[src/rtl/link_arbiter.sv]
// Two-requester round-robin arbiter driving one frame at a time over an RTS/CTS link,
// with per-phase timeouts, a fixed two-cycle backoff and a bounded number of retries.
module link_arbiter #(
  parameter int FW        = 66,
  parameter int TIMEOUT   = 16,
  parameter int MAX_RETRY = 3
) (
  input  logic          clk,
  input  logic          rst_n,
  input  logic          req0,
  input  logic          req1,
  input  logic [0:FW-1] data0,
  input  logic [0:FW-1] data1,
  output logic          grant0,
  output logic          grant1,
  output logic          done0,
  output logic          done1,
  output logic          fail0,
  output logic          fail1,
  output logic          link_rts,
  input  logic          link_cts,
  output logic [0:FW-1] link_out,
  output logic          busy
);

  localparam int CNT_W = (TIMEOUT > 1) ? $clog2(TIMEOUT) : 1;
  localparam int RTY_W = $clog2(MAX_RETRY + 1);
  localparam logic [CNT_W-1:0] CNT_LAST  = CNT_W'(TIMEOUT - 1);
  localparam logic [CNT_W-1:0] BOFF_LAST = CNT_W'(1);
  localparam logic [RTY_W-1:0] RTY_MAX   = RTY_W'(MAX_RETRY);

  typedef enum logic [2:0] {
    IDLE    = 3'd0,
    REQ     = 3'd1,
    XFER    = 3'd2,
    BACKOFF = 3'd3,
    DONE    = 3'd4,
    FAIL    = 3'd5
  } state_t;

  state_t             state, state_nxt;
  logic [CNT_W-1:0]   cnt, cnt_nxt;
  logic [RTY_W-1:0]   rty, rty_nxt;
  logic               sel, sel_nxt;
  logic               ptr, ptr_nxt;
  logic [0:FW-1]      frame, frame_nxt;
  logic               win;
  logic [RTY_W-1:0]   rty_up;
  logic               exhausted;

  function automatic logic [CNT_W-1:0] cnt_inc(input logic [CNT_W-1:0] v);
    return (v == CNT_LAST) ? v : v + CNT_W'(1);
  endfunction

  function automatic logic [RTY_W-1:0] rty_inc(input logic [RTY_W-1:0] v);
    return (v == RTY_MAX) ? v : v + RTY_W'(1);
  endfunction

  // Control state is reset; the latched frame is only ever visible when not IDLE
  always_ff @(posedge clk) begin
    if (!rst_n) begin
      state <= IDLE;
      cnt   <= '0;
      rty   <= '0;
      sel   <= 1'b0;
      ptr   <= 1'b0;
    end else begin
      state <= state_nxt;
      cnt   <= cnt_nxt;
      rty   <= rty_nxt;
      sel   <= sel_nxt;
      ptr   <= ptr_nxt;
    end
  end

  always_ff @(posedge clk) begin
    frame <= frame_nxt;
  end

  // ptr names the requester that wins a tie
  assign win       = (req0 && req1) ? ptr : req1;
  assign rty_up    = rty_inc(rty);
  assign exhausted = (rty_up == RTY_MAX);

  always_comb begin
    state_nxt = state;
    cnt_nxt   = cnt;
    rty_nxt   = rty;
    sel_nxt   = sel;
    ptr_nxt   = ptr;
    frame_nxt = frame;
    unique case (state)
      IDLE: begin
        if (req0 || req1) begin
          sel_nxt   = win;
          frame_nxt = win ? data1 : data0;
          cnt_nxt   = '0;
          rty_nxt   = '0;
          state_nxt = REQ;
        end
      end
      REQ: begin
        if (link_cts) begin
          cnt_nxt   = '0;
          state_nxt = XFER;
        end else if (cnt == CNT_LAST) begin
          cnt_nxt   = '0;
          rty_nxt   = rty_up;
          state_nxt = exhausted ? FAIL : BACKOFF;
        end else begin
          cnt_nxt = cnt_inc(cnt);
        end
      end
      XFER: begin
        // Receiver signals acceptance by releasing CTS
        if (!link_cts) begin
          state_nxt = DONE;
        end else if (cnt == CNT_LAST) begin
          cnt_nxt   = '0;
          rty_nxt   = rty_up;
          state_nxt = exhausted ? FAIL : BACKOFF;
        end else begin
          cnt_nxt = cnt_inc(cnt);
        end
      end
      BACKOFF: begin
        if (cnt == BOFF_LAST) begin
          cnt_nxt   = '0;
          state_nxt = REQ;
        end else begin
          cnt_nxt = cnt_inc(cnt);
        end
      end
      DONE, FAIL: begin
        ptr_nxt   = ~sel;
        state_nxt = IDLE;
      end
      default: state_nxt = IDLE;
    endcase
  end

  always_comb begin
    busy     = (state != IDLE);
    grant0   = busy && !sel;
    grant1   = busy && sel;
    link_rts = (state == REQ) || (state == XFER);
    done0    = (state == DONE) && !sel;
    done1    = (state == DONE) && sel;
    fail0    = (state == FAIL) && !sel;
    fail1    = (state == FAIL) && sel;
    link_out = '0;
    if ((state == REQ) || (state == XFER) || (state == BACKOFF))
      link_out = frame;
  end

endmodule

[config.mk]
export PLATFORM = sky130hd
export DESIGN_NAME = link_arbiter
export DESIGN_NICKNAME = d
export VERILOG_FILES = /design/src/rtl/link_arbiter.sv
export SDC_FILE = /design/constraint.sdc
export NUM_CORES = 1
export LEC_CHECK = 0
export CELL_PAD_IN_SITES_DETAIL_PLACEMENT = 0
export CELL_PAD_IN_SITES_GLOBAL_PLACEMENT = 1
export CORE_ASPECT_RATIO = 1.1
export CORE_UTILIZATION = 30
export CTS_BUF_LIST = sky130_fd_sc_hd__clkbuf_4 sky130_fd_sc_hd__clkbuf_8
export DETAILED_ROUTE_END_ITERATION = 8
export PLACE_DENSITY_LB_ADDON = 0.1
export SETUP_SLACK_MARGIN = 0.05
export SYNTH_ARGS = -nofsm -noshare
export SYNTH_HDL_FRONTEND = slang
export SYNTH_SLANG_ARGS = --single-unit
[constraint.sdc]
create_clock -name clk -period 3.6 [get_ports clk]
set_input_delay 0.54 -clock clk [delete_from_list [all_inputs] [get_ports clk]]
set_output_delay 0.54 -clock clk [all_outputs]
set_load 0.01 [all_outputs]
==> results.md <==
* Outcome: complete, but fails checks
* Failing checks: DRC
* 1st-pass router iterations at 6
* R2r startpoint: state[1]
* RSZ-0062 raised after global routing: no
* Clk sinks at 77
* Ys flop type: edfxtp_1
* Initial Utilization at 30.9%
* # resized after CTS at 0
* Non-filler cells, final at 674
* Final setup vio count at 0
* Synth Area in Compound Gates at 4.33%
* CP max stage cell: dfxtp_1
* Slowest stage delay, CP at 0.66 ns
* Post-Route Setup TNS at 0 ns
* CP Cell Sequence: nor2_1 -> nor2_4 -> buf_4 -> and2_1 -> clkdlybuf4s50_1
* EDFF count, synth at 66
* Final core utilization at 50.5%
* Worst reg2reg setup slack at approximately 1.4 ns
* 1st-iter DRT viols at 138
* Post-Syn Instances at approximately 300
* Final net count at 650
* Least-Margin Pin Slew at 0.577 ns
* Crit path launch type: register
* Top-area cell type share of the netlist area at 50.5%
* Vias/cell at 4.51
* # placed instances at 657
* Io pins at 211
* Minimum clock period at 2.93 ns
* Final hold vios at 0
* Core area at ~13,000 µm²
* Final Max Tran Viols at 0
* Worst VDD drop at 0.000204 V
* Fmax at 0.342 GHz
* Total GRT Usage at 15.8%
* Synth Area per Inst at 13.0 µm²
* Rows at 43
* TritonCTS buffer count at 9
* TritonCTS clock tree: built
* R2R depth at 4
* Die height at 122 µm
* Worst Path Required at 3.06 ns
* Synth area leader: edfxtp_1
* Vias at 3,041
* Syn nets at between 400 and 500
* CP max FO at 38
* CP Capture Type: output pin
* Detailed Route WL at 10,400 µm
* CTS Root Cell: clkbuf_8
* Antenna-violating nets left at 0
* P_leak at 2.31 nW
* Design Power at 2.47 mW
* Hold Crit Depth at 1
* Area added between synthesis and finish at 63.3%
* Top post-synthesis cells by area: edfxtp_1, mux2_2, and2_1, dfxtp_1, nor2_1
* Seq/Total Area, Yosys at 56.1%
* Largest family of logic cells by synthesized area: multiplexers
* Setup Crit Path Kind: register to output pin
* Async S/R FF share, synth at 0%
* HP Class: register to register
* Crit path from: state[0]
* Area after DPL at 6210 µm²
* Post-synthesis simple-gate area fraction at 16.5%
* WL/cell at around 15 µm
* Number of global-route vias before repair at 2,958
* Register bit total from synthesis at 77
* Longest Clk Path Bufs at 2
* Worst-Skew Late Latency at approximately 0.34 ns
* Ratio of final minimum period to clock period at 81.3%
* Rel. slew slack at 61.5%
* Final Skew at just under 0.006 ns
* H-tree lvl count at 3
* Syn. warnings at 0
* Post-CTS setup buffers at 0
* Fill cell count at around 1,200
* Grt ovf at 0
* Largest net degree at the start of global routing at 42
* Worst Setup EP: link_out[60]
* Antenna violations before repair at 1
* First-pass GRT wire length at 16,300 µm
* Routability cong. at 0.755
* XOR/XNOR share of the synthesized area at 0.223%
* HPWL after detailed placement at 7750 µm
* Die area at between 10,000 and 15,000 µm²
* Residual DRC count at 36
* Power per Cell Area at 385 nW/µm²
* Final instance area at 6410 µm²
* WP data arrival at 2.39 ns
* RR Endpoint: frame[30]
* Clock-pin transition on the worst setup and hold timing paths at around 0.070 ns
* Max-Cap Viols at 0
* I/O Buffers at 210
* Die Wd at 111 µm
* Synth cell types at 42
* Mux cell area share after synthesis at 19.4%
* Most frequent cell after synthesis: and2_1
* Commonest cells in the netlist: and2_1, edfxtp_1, mux2_2
* CTS hold repair buffers at 0
* Synth Cell Area at 3930 µm²
* Share of cells above drive strength 1 at 18.4%
* Adder-cell share of the synthesized area at 0.637%
[cells by family (layout without fill, tap and decap cells)]
family	Yosys count	in the layout
and+or+nand+nor	110	110
DFF	77	77
muxes	68	68
buffers and inverters	23	237
AOI/OAI and AO/OA	21	21
adders and majority gates	2	2
xor gates and xnor gates	1	1
other	0	1
[layout make-up]
class | count | area (µm²) | share of cell area (%)
flip-flops and latches | 77 | 2200 | 34.3
clock inverters | 2 | 35.0 | 0.546
well taps | 157 | 196 | 3.06
diodes | 1 | 2.50 | 0.0390
repair buffers | 215 | 2150 | 33.6
clock buffers | 14 | 168 | 2.61
inverters | 6 | 22.5 | 0.351
multi-input cells | 202 | 1640 | 25.5
[registers in the layout, indices dropped and copies added (netlist names)]
name,flops
sel,1
ptr,1
cnt,4
frame,66
state,3
rty,2
[cells in the final DEF (no fill, tap or decap), types with 3 or more instances in the layout]
| master | instances |
|---|---|
| nand3_1 | 4 |
| mux2_2 | 66 |
| clkbuf_4 | 4 |
| nor2b_1 | 3 |
| dfxtp_1 | 11 |
| nand2_1 | 9 |
| inv_1 | 5 |
| and2_1 | 69 |
| clkbuf_8 | 10 |
| edfxtp_1 | 66 |
| buf_4 | 4 |
| clkdlybuf4s50_1 | 210 |
| nor2_1 | 13 |
[how the worst min path moves through the flow]
stage	start	endpoint	slack, ns
floorplan	ptr	ptr	0.47
global placement	cnt[0]	cnt[0]	0.51
detailed placement	cnt[0]	cnt[0]	0.52
finish	cnt[0]	cnt[0]	0.53
CTS	cnt[0]	cnt[0]	0.53
global route	cnt[0]	cnt[0]	0.56
[worst max-delay path, delay by kind of cell (launching register included)]
| family | cells | cell delay, ns |
|---|---|---|
| buf+inv | 2 | 0.89 |
| flops | 1 | 0.66 |
| simple gates | 3 | 0.48 |
[stage by stage]
step	worst slack [ns]	hold slack (ns)
floorplan	0.938	0.472
global placement	1.08	0.506
detailed placement	1.03	0.522
CTS	0.638	0.534
global route	0.477	0.563
finish	0.673	0.529
[per-layer routing]
layer / up-vias / track usage, % / part of all wire, %
met5: - / 0 / 0
met4: 0 / 6.67 / 1.7
met3: 10 / 5.22 / 8.7
met2: 132 / 26.3 / 49
met1: 1392 / 18.8 / 41
li1: 1507 / - / -
[power by group]
part | switching, mW | total (mW) | internal, mW | leakage [nW]
clock network | 0.294 | 0.664 | 0.370 | 0.108
registers | 0.0291 | 1.12 | 1.09 | 0.734
logic | 0.266 | 0.679 | 0.413 | 1.47
total | 0.589 | 2.47 | 1.88 | 2.31
Note: power is estimated with default switching activity, not from simulation.
